[src/rtl/seq_exec_unit.sv]
// Execute/sequencer stage: owns the PC, handshakes with the fetch/decode unit
// and runs each instruction against an accumulator, flags and a small data memory.
module seq_exec_unit #(
    parameter int unsigned INST_CAP = 20,
    parameter int unsigned DATA_LEN = 8,
    parameter int unsigned DMEM_CAP = 16,
    parameter int unsigned TIMEOUT  = 16
) (
    input  logic                          clk,
    input  logic                          rstn,
    input  logic                          start,
    output logic                          fetch_en,
    output logic [$clog2(INST_CAP):0]     pc,
    input  logic                          is_ready,
    input  logic [3:0]                    control_bus,
    input  logic [DATA_LEN-1:0]           data,
    output logic [DATA_LEN-1:0]           acc,
    output logic                          zf,
    output logic                          cf,
    output logic [DATA_LEN-1:0]           out_data,
    output logic                          out_valid,
    output logic                          halted,
    output logic                          fault
);

    localparam int unsigned PC_W  = $clog2(INST_CAP) + 1;
    localparam int unsigned AW    = $clog2(DMEM_CAP);
    localparam int unsigned CNT_W = $clog2(TIMEOUT + 1);

    localparam logic [3:0] OP_LDI  = 4'h0;
    localparam logic [3:0] OP_LDA  = 4'h1;
    localparam logic [3:0] OP_STA  = 4'h2;
    localparam logic [3:0] OP_ADD  = 4'h3;
    localparam logic [3:0] OP_SUB  = 4'h4;
    localparam logic [3:0] OP_AND  = 4'h5;
    localparam logic [3:0] OP_OR   = 4'h6;
    localparam logic [3:0] OP_NOT  = 4'h7;
    localparam logic [3:0] OP_NOP  = 4'h8;
    localparam logic [3:0] OP_JMP  = 4'h9;
    localparam logic [3:0] OP_JZ   = 4'hA;
    localparam logic [3:0] OP_JC   = 4'hB;
    localparam logic [3:0] OP_ADDI = 4'hC;
    localparam logic [3:0] OP_SUBI = 4'hD;
    localparam logic [3:0] OP_OUT  = 4'hE;
    localparam logic [3:0] OP_HLT  = 4'hF;

    typedef enum logic [2:0] {
        S_IDLE,
        S_FETCH,
        S_WAIT,
        S_EXEC,
        S_HALT
    } state_t;

    state_t state, state_nxt;

    logic [CNT_W-1:0]    cnt, cnt_nxt;
    logic [3:0]          ir_op, ir_op_nxt;
    logic [DATA_LEN-1:0] ir_data, ir_data_nxt;
    logic [DATA_LEN-1:0] dmem [DMEM_CAP];

    logic [PC_W-1:0]     pc_nxt;
    logic [DATA_LEN-1:0] acc_nxt, out_data_nxt;
    logic                zf_nxt, cf_nxt, out_valid_nxt, fault_nxt, fetch_en_nxt, halted_nxt;
    logic                dmem_we;
    logic                upd_z;

    logic [AW-1:0]       maddr_c;
    logic [DATA_LEN-1:0] mrd_c;
    logic [DATA_LEN-1:0] opnd_c;
    logic [DATA_LEN:0]   sum_c, diff_c;
    logic [PC_W-1:0]     pc_inc_c;
    logic                jump_taken_c, jump_bad_c, timeout_c;

    // Operand fetch, arithmetic and jump decode shared by FSM and datapath
    always_comb begin
        maddr_c      = ir_data[AW-1:0];
        mrd_c        = dmem[maddr_c];
        opnd_c       = (ir_op == OP_ADDI || ir_op == OP_SUBI) ? ir_data : mrd_c;
        sum_c        = {1'b0, acc} + {1'b0, opnd_c};
        diff_c       = {1'b0, acc} - {1'b0, opnd_c};
        pc_inc_c     = (pc == PC_W'(INST_CAP - 1)) ? '0 : pc + PC_W'(1);
        jump_taken_c = (ir_op == OP_JMP) || (ir_op == OP_JZ && zf) || (ir_op == OP_JC && cf);
        jump_bad_c   = (ir_data >= DATA_LEN'(INST_CAP));
        timeout_c    = (cnt == CNT_W'(TIMEOUT - 1));
    end

    // State register
    always_ff @(posedge clk or negedge rstn) begin
        if (!rstn) state <= S_IDLE;
        else       state <= state_nxt;
    end

    // Next-state logic
    always_comb begin
        state_nxt = state;
        case (state)
            S_IDLE:  if (start) state_nxt = S_FETCH;
            S_FETCH: state_nxt = S_WAIT;
            S_WAIT: begin
                if (is_ready)       state_nxt = S_EXEC;
                else if (timeout_c) state_nxt = S_HALT;
            end
            S_EXEC: begin
                if (ir_op == OP_HLT || (jump_taken_c && jump_bad_c)) state_nxt = S_HALT;
                else                                                 state_nxt = S_FETCH;
            end
            S_HALT:  state_nxt = S_HALT;
            default: state_nxt = S_IDLE;
        endcase
    end

    // Output / datapath next values
    always_comb begin
        acc_nxt       = acc;
        zf_nxt        = zf;
        cf_nxt        = cf;
        pc_nxt        = pc;
        out_data_nxt  = out_data;
        out_valid_nxt = 1'b0;
        fault_nxt     = fault;
        cnt_nxt       = '0;
        ir_op_nxt     = ir_op;
        ir_data_nxt   = ir_data;
        dmem_we       = 1'b0;
        upd_z         = 1'b0;
        fetch_en_nxt  = (state_nxt == S_FETCH);
        halted_nxt    = (state_nxt == S_HALT);
        case (state)
            S_WAIT: begin
                if (is_ready) begin
                    ir_op_nxt   = control_bus;
                    ir_data_nxt = data;
                end else if (timeout_c) begin
                    fault_nxt = 1'b1;
                end else begin
                    cnt_nxt = cnt + CNT_W'(1);
                end
            end
            S_EXEC: begin
                pc_nxt = pc_inc_c;
                case (ir_op)
                    OP_LDI:  begin acc_nxt = ir_data;        upd_z = 1'b1; end
                    OP_LDA:  begin acc_nxt = mrd_c;          upd_z = 1'b1; end
                    OP_STA:  dmem_we = 1'b1;
                    OP_ADD, OP_ADDI: begin
                        {cf_nxt, acc_nxt} = sum_c;
                        upd_z = 1'b1;
                    end
                    OP_SUB, OP_SUBI: begin
                        {cf_nxt, acc_nxt} = diff_c;
                        upd_z = 1'b1;
                    end
                    OP_AND:  begin acc_nxt = acc & mrd_c;    upd_z = 1'b1; end
                    OP_OR:   begin acc_nxt = acc | mrd_c;    upd_z = 1'b1; end
                    OP_NOT:  begin acc_nxt = ~acc;           upd_z = 1'b1; end
                    OP_OUT:  begin out_data_nxt = acc; out_valid_nxt = 1'b1; end
                    OP_HLT:  pc_nxt = pc;
                    default: ;
                endcase
                if (upd_z) zf_nxt = (acc_nxt == '0);
                // Out-of-range jump target halts with the PC left on the jump
                if (jump_taken_c) begin
                    if (jump_bad_c) begin
                        pc_nxt    = pc;
                        fault_nxt = 1'b1;
                    end else begin
                        pc_nxt = PC_W'(ir_data);
                    end
                end
            end
            default: ;
        endcase
    end

    always_ff @(posedge clk or negedge rstn) begin
        if (!rstn) begin
            pc        <= '0;
            acc       <= '0;
            zf        <= 1'b0;
            cf        <= 1'b0;
            fetch_en  <= 1'b0;
            out_data  <= '0;
            out_valid <= 1'b0;
            halted    <= 1'b0;
            fault     <= 1'b0;
            cnt       <= '0;
            ir_op     <= OP_NOP;
            ir_data   <= '0;
        end else begin
            pc        <= pc_nxt;
            acc       <= acc_nxt;
            zf        <= zf_nxt;
            cf        <= cf_nxt;
            fetch_en  <= fetch_en_nxt;
            out_data  <= out_data_nxt;
            out_valid <= out_valid_nxt;
            halted    <= halted_nxt;
            fault     <= fault_nxt;
            cnt       <= cnt_nxt;
            ir_op     <= ir_op_nxt;
            ir_data   <= ir_data_nxt;
        end
    end

    // Data memory
    always_ff @(posedge clk or negedge rstn) begin
        if (!rstn) begin
            for (int i = 0; i < DMEM_CAP; i++) dmem[i] <= '0;
        end else if (dmem_we) begin
            dmem[maddr_c] <= acc;
        end
    end

endmodule
[config.mk]
export PLATFORM = sky130hd
export DESIGN_NAME = seq_exec_unit
export DESIGN_NICKNAME = d
export VERILOG_FILES = /design/src/rtl/seq_exec_unit.sv
export SDC_FILE = /design/constraint.sdc
export NUM_CORES = 1
export LEC_CHECK = 0
export CORE_UTILIZATION = 55
export DETAILED_ROUTE_END_ITERATION = 6
export PLACE_DENSITY_LB_ADDON = 0.12
export SLEW_MARGIN = 0
export SYNTH_ARGS = -nofsm -noshare
export SYNTH_HDL_FRONTEND = slang
export SYNTH_SLANG_ARGS = --single-unit
[constraint.sdc]
create_clock -name clk -period 3.77 [get_ports clk]
set_input_delay 0.754 -clock clk [delete_from_list [all_inputs] [get_ports clk]]
set_output_delay 0.754 -clock clk [all_outputs]
set_load 0.01 [all_outputs]
==> results.json, run 1 <==
{
  "maxSlewViolCount": 0,
  "drtPass1Iterations": 5,
  "ys_types": 64,
  "initial_core_util": 0.563,
  "ys_async_sr_fraction": 1.00,
  "worstHoldPathType": "in2async",
  "synth_edf_count": 0,
  "antenna_left": 0,
  "dominantRegCellSynth": "dfrtp_1",
  "clock_skew_ns": 0.00742,
  "drt_wl_total_um": 26200,
  "cts.clk_slew.worst_paths_ns": 0.07,
  "dpl.cell_count": 1110,
  "vias": 7240,
  "layout.nets": 958,
  "leakage_nw": 5.18,
  "path_class": "reg2reg",
  "period_needed_ns": 3.91,
  "fp.dieH_um": 132,
  "drtIter0Drc": 668,
  "power_density_mw_per_mm2": 778,
  "ioPinCount": 44,
  "syn_area_per_cell_um2": 11.2,
  "synth_area_leader_cell": "dfrtp_1",
  "synth_cells": 834,
  "fp.dieW_um": 132,
  "grt_usage": 0.315,
  "cp.required_ns": 4.11,
  "r2r_slack_ns": -0.14,
  "utilization": 0.680,
  "top_layer": "met4",
  "cp.depth": 14,
  "critical_path.top_delay_family": "compound AO/OA/AOI/OAI gates",
  "final.fill_count": 1241,
  "failed_checks": "setup timing",
  "fin_ws_ns": -0.143,
  "synth_seq_area_share": 0.472,
  "max_freq_mhz": 256,
  "clockBufferDepth": 2,
  "cp-start-kind": "register",
  "diodes": 0,
  "drcViolationCount": 0,
  "ys_warn_count": 0,
  "dieArea_mm2": 0.0175,
  "yosysTopAreaCellShare": 0.469,
  "route.met2.wl_um": 13000,
  "cts-root-buf": "clkbuf_16",
  "cts_hold_buf": 0,
  "crit_path_end": "zf$_DFFE_PN0P_",
  "peakVddDrop_mv": 0.422,
  "clk_latency_ns": 0.43,
  "grt_overflow_total": 0,
  "reg2reg_depth": 14,
  "startpoint": "ir_data[0]$_DFFE_PN0P_",
  "cts-buffers-inserted": 17,
  "ys_seq_elements": 176,
  "dpl_cell_area_mm2": 0.0104,
  "synth_area_leaders": "dfrtp_1 (47%), mux2_2 (13%), mux4_2 (6.8%)",
  "io_buffers": 43,
  "r2r-start": "ir_data[0]$_DFFE_PN0P_",
  "wl_met1_um": 10700,
  "wl_met3_um": 1490,
  "r2r_end": "zf$_DFFE_PN0P_",
  "hold_violations": 0,
  "grt_pass1_wl_um": 41500,
  "finalSetupViolations": 1,
  "rsz0062_at_grt": "yes",
  "core.rowCount": 47,
  "slowest_delay_ns": 0.53,
  "synthesis.area_mm2": 0.00934,
  "clock_sinks": 176,
  "coreArea_mm2": 0.0166,
  "cts_tree": "yes",
  "cap_violations": 0,
  "hpwl_um": 18100,
  "viasPerCell": 6.28,
  "syn_nets": 873,
  "cp_cell_sequence": "buf_6 -> mux4_2 -> a22oi_2 -> nand3_2 -> mux2_4 -> ha_4 -> fa_2 -> nor2b_1 -> o21ai_1 -> o311ai_1 -> a222oi_1 -> nand4_1 -> a2111o_1 -> o31ai_2",
  "htree_levels": 4,
  "crit_path_end_kind": "register",
  "grt_pass1_vias": 7369,
  "cp_max_fo": 4,
  "gp_congestion": 0.992,
  "pre_cts_ws_ns": -0.399,
  "cp.arrival_ns": 4.25,
  "post_drt_wl_per_cell_um": 22.8,
  "max-slew-margin-rel": 0.287,
  "status": "finished with violations",
  "drive_gt1_frac": 0.320,
  "grt_max_degree": 58,
  "path_buf_inv": 1,
  "critPathSlowestCell": "fa_2",
  "syn2layout_area_growth_pct": 20.8,
  "fin_crit_sh": 1.04,
  "fin_area_mm2": 0.0113,
  "final_cells": 1152,
  "antenna_found_initial": 0,
  "worst_slew_pin_slew_ns": 1.07
}
-- what timing repair did --
action,4_1_cts,5_1_grt
buffers inserted,7,3
gates resized for setup,19,27
pin swaps,8,15
endpoints found under the setup margin,4,6
-- worst min-delay path by stage --
stage / cells past startpoint / end
after floorplan: 2 / dmem[17]$_DFFE_PN0P_
after global placement: 2 / dmem[68]$_DFFE_PN0P_
after detailed placement: 2 / dmem[68]$_DFFE_PN0P_
after CTS: 1 / cf$_DFFE_PN0P_
after global routing: 1 / acc[5]$_DFFE_PN0P_
final: 1 / cf$_DFFE_PN0P_
-- worst register-to-register path: cells and delay by family, from the launching register on --
kind,cells,cell delay [ns]
adder cells (fa/ha/maj),2,0.70
AND/OR/NAND/NOR,3,0.36
flip-flops,1,0.45
multiplexers,2,0.81
buffers and inverters,1,0.15
AO/OA/AOI/OAI,6,1.35
-- metal layers --
metal | GRT usage | up-vias
li1 | - | 3210
met1 | 0.410 | 3678
met2 | 0.525 | 286
met3 | 0.0523 | 66
met4 | 0.137 | 0
met5 | 0 | -
-- synthesized netlist by cell type, types with 4 or more instances --
master and count:
dfrtp_1 175, mux2_2 109, nand2_1 84, o21ai_0 77
nor2_1 42, clkbuf_1 40, mux4_2 28, a21oi_1 26
inv_1 23, ha_1 21, nand3_1 17, mux2i_1 16
nand2b_1 13, nor2b_1 13, a22oi_1 11, nor3_1 11
a31oi_1 9, buf_1 8, buf_2 7, a21o_1 6
a221oi_1 6, and3_1 6, xnor2_1 6, a211oi_1 5
o21bai_1 4, o221ai_1 4, o31ai_1 4
-- power breakdown --
group	internal (mW)	total [mW]	switching [mW]
clock network	0.953	1.76	0.805
logic	1.99	4.32	2.33
registers	2.24	2.70	0.460
-- layout make-up --
class / count / area (um2) / area share
clock inverter: 14 / 150 / 0.0133
inverter: 23 / 86.3 / 0.00766
tap: 220 / 275 / 0.0244
timing repair buffer: 123 / 1100 / 0.0978
multi-input combinational: 578 / 4810 / 0.427
sequential: 176 / 4410 / 0.391
clock buffer: 18 / 439 / 0.0390
-- cell usage in the layout, fill, tap and decap left out, types with 4 or more instances in the layout --
cell             instances
mux2i_1                 12
nor3_2                   4
o21bai_1                 4
buf_12                   5
clkbuf_16               17
a22oi_1                  6
mux4_2                  29
ha_1                    17
a21oi_1                 23
buf_4                   73
inv_1                   23
a22oi_2                  5
a31oi_1                  8
xnor2_1                  6
mux2_2                 108
nor2b_1                 12
dfrtp_1                174
o21ai_0                 74
nand3_1                 13
nor2_1                  42
a211oi_1                 5
nor3_1                   8
nand3_2                  4
a221oi_2                 4
and3_1                   6
nand2b_1                13
clkdlybuf4s50_1         42
nand2_1                 84
a21o_1                   6
-- stage by stage --
stage	hold slack, ns	power, mW	setup TNS, ns
final	0.282	8.77	-0.143
after global routing	0.317	9.23	-0.270
after floorplan	0.442	5.00	0
after CTS	0.293	8.53	-0.125
after global placement	0.455	6.50	-0.291
after detailed placement	0.467	6.58	-0.783
-- registers in the layout, indices dropped and copies added, names as in the netlist --
register and flops:
out_valid 1, ir_data 8, fetch_en 1, pc 6, cf 1, fault 1, ir_op 4, acc 8
cnt 5, dmem 128, halted 1, out_data 8, zf 1, state 3
-- cells by family after synthesis --
family,share of synthesized area
compound gates,0.123
xor+xnor,0.00751
fa+ha+maj,0.0324
buf+inv,0.0357
flops,0.472
mux,0.222
simple gates,0.108
(Power assumes the default switching activity.)
==> inputs of run 2 (changes only) <==
--- a/config.mk
+++ b/config.mk
@@ -5,7 +5,8 @@
 export SDC_FILE = /design/constraint.sdc
 export NUM_CORES = 1
 export LEC_CHECK = 0
-export CORE_UTILIZATION = 55
+export CORE_UTILIZATION = 42
+export CTS_CLUSTER_DIAMETER = 200
 export DETAILED_ROUTE_END_ITERATION = 6
 export PLACE_DENSITY_LB_ADDON = 0.12
 export SLEW_MARGIN = 0
==> run 2 against run 1 <==
- the run now ends clean
- combinational power down 1%
- register-to-register slack better by 0.18 ns
- sequential power about the same
- utilization down 16 points
- clock-buffer cell count unchanged
- routed wire length down 1.2%
- global-route usage down 7.4 points
- worst setup slack better by 0.18 ns
- first-iteration DRC count down 39%
- hold slack better by 0.047 ns
- final cell count up 5.8%
==> results.json, run 2 (same netlist as run 1, synthesis figures left out) <==
{
  "status": "finished, final reports clean",
  "worst_slew_pin_slew_ns": 1.07,
  "fin_crit_sh": 0.991,
  "cap_violations": 0,
  "fin_area_mm2": 0.0114,
  "use_met3": 0.0449,
  "cp.required_ns": 4.12,
  "drtIter0Drc": 405,
  "worstHoldPathType": "in2async",
  "cp.arrival_ns": 4.09,
  "leakage_nw": 5.20,
  "peakVddDrop_mv": 0.329,
  "drt_wl_total_um": 25900,
  "grt_max_degree": 81,
  "clock_skew_ns": 0.0135,
  "period_needed_ns": 3.74,
  "r2r-start": "ir_data[0]$_DFFE_PN0P_",
  "grt_overflow_total": 0,
  "grt_usage": 0.242,
  "crit_path_end_kind": "register",
  "top_usage_layer": "met2",
  "cts.clk_slew.worst_paths_ns": 0.07,
  "hold_violations": 0,
  "cp-start-kind": "register",
  "grtUsageMet1": 0.330,
  "maxSlewViolCount": 0,
  "antenna_found_initial": 0,
  "r2r_end": "zf$_DFFE_PN0P_",
  "vias": 7114,
  "ioPinCount": 44,
  "path_class": "reg2reg",
  "viasPerCell": 5.84,
  "post_drt_wl_per_cell_um": 21.2,
  "grt_pass1_vias": 7199,
  "rsz0062_at_grt": "yes",
  "cts-buffers-inserted": 17,
  "initial_core_util": 0.428,
  "fp.dieW_um": 151,
  "cts_tree": "yes",
  "layout.nets": 964,
  "clk_latency_ns": 0.44,
  "syn2layout_area_growth_pct": 22.1,
  "fp.dieH_um": 151,
  "r2r_slack_ns": 0.03,
  "power_density_mw_per_mm2": 776,
  "max_freq_mhz": 268,
  "io_buffers": 43,
  "slowest_delay_ns": 0.53,
  "finalSetupViolations": 0,
  "drive_gt1_frac": 0.320,
  "dpl_cell_area_mm2": 0.0105,
  "clockBufferDepth": 2,
  "dieArea_mm2": 0.0228,
  "cts_hold_buf": 0,
  "drcViolationCount": 0,
  "gp_congestion": 0.943,
  "largest_reg_flops": 128,
  "clock_sinks": 176,
  "antenna_left": 0,
  "critPathSlowestCell": "fa_2",
  "core.rowCount": 54,
  "critical_path.top_delay_family": "compound AO/OA/AOI/OAI gates",
  "cts-root-buf": "clkbuf_16",
  "coreArea_mm2": 0.0218,
  "htree_levels": 4,
  "hpwl_um": 18200,
  "met2_usage": 0.378,
  "grt_pass1_wl_um": 41000,
  "most-common-layout-cells": "dfrtp_1 (174), mux2_2 (108), nand2_1 (84)",
  "utilization": 0.522,
  "largest-register": "dmem",
  "drtPass1Iterations": 6,
  "pre_cts_ws_ns": -0.193,
  "cp_cell_sequence": "buf_12 -> mux4_2 -> a22oi_2 -> nand3_2 -> mux2_4 -> ha_4 -> fa_2 -> nor2b_1 -> o21ai_1 -> o311ai_1 -> a222oi_1 -> nand4_1 -> a2111o_1 -> o31ai_2",
  "reg2reg_depth": 14,
  "final_common_cell": "dfrtp_1",
  "max-slew-margin-rel": 0.287,
  "fin_tns_setup_ns": 0,
  "cp_max_fo": 5,
  "fin_ws_ns": 0.0331,
  "path_buf_inv": 1
}
-- run 2: layer usage --
layer	wire length, um	part of all wire	up-vias
li1	-	-	3226
met1	11700	0.45	3581
met5	0	0	-
met2	12100	0.47	246
met3	1220	0.047	61
met4	944	0.036	0
-- run 2: worst reg2reg max path, cell delays in order (launching register included) --
cell and delay, ns:
dfrtp_2 0.40, buf_12 0.13, mux4_2 0.50, a22oi_2 0.20
nand3_2 0.11, mux2_4 0.29, ha_4 0.17, fa_2 0.53
nor2b_1 0.05, o21ai_1 0.11, o311ai_1 0.11, a222oi_1 0.41
nand4_1 0.16, a2111o_1 0.33, o31ai_2 0.17
-- run 2: what timing repair did --
action / 4_1_cts / 5_1_grt
setup buffers: 6 / 2
pin swaps: 11 / 15
resized for setup: 19 / 20
setup endpoints to repair: 3 / 4
-- run 2: worst max path at each step --
stage / start / end / slack [ns] / cells past startpoint
after floorplan: ir_op[3]$_DFFE_PN1P_ / zf$_DFFE_PN0P_ / 0.001 / 16
after global placement: ir_data[0]$_DFFE_PN0P_ / zf$_DFFE_PN0P_ / -0.11 / 14
after detailed placement: ir_data[0]$_DFFE_PN0P_ / zf$_DFFE_PN0P_ / -0.19 / 14
after CTS: ir_data[0]$_DFFE_PN0P_ / zf$_DFFE_PN0P_ / 0.001 / 14
after global routing: ir_data[0]$_DFFE_PN0P_ / zf$_DFFE_PN0P_ / -0.06 / 14
final: ir_data[0]$_DFFE_PN0P_ / zf$_DFFE_PN0P_ / 0.03 / 14
-- run 2: per-stage QoR --
stage / power, mW / std cells / hold slack [ns]
after floorplan: 5.00 / 834 / 0.442
after global placement: 6.59 / 1178 / 0.458
after detailed placement: 6.65 / 1178 / 0.471
after CTS: 8.68 / 1216 / 0.393
after global routing: 9.37 / 1218 / 0.403
final: 8.84 / 1219 / 0.330
-- run 2: layout make-up --
cell class                      instances  area (um2)
Multi-Input combinational cell        578        4790
Sequential cell                       176        4410
Fill cell                            1897       10400
Clock inverter                         14         190
Clock buffer                           18         429
Inverter                               23        86.3
Timing Repair Buffer                  129        1140
Tap cell                              280         350
Antenna cell                            1        2.50
-- run 2: power breakdown --
group          total, mW  internal, mW  switching (mW)
combinational       4.27          2.03            2.24
sequential          2.70          2.23           0.464
clock               1.88          1.02           0.861
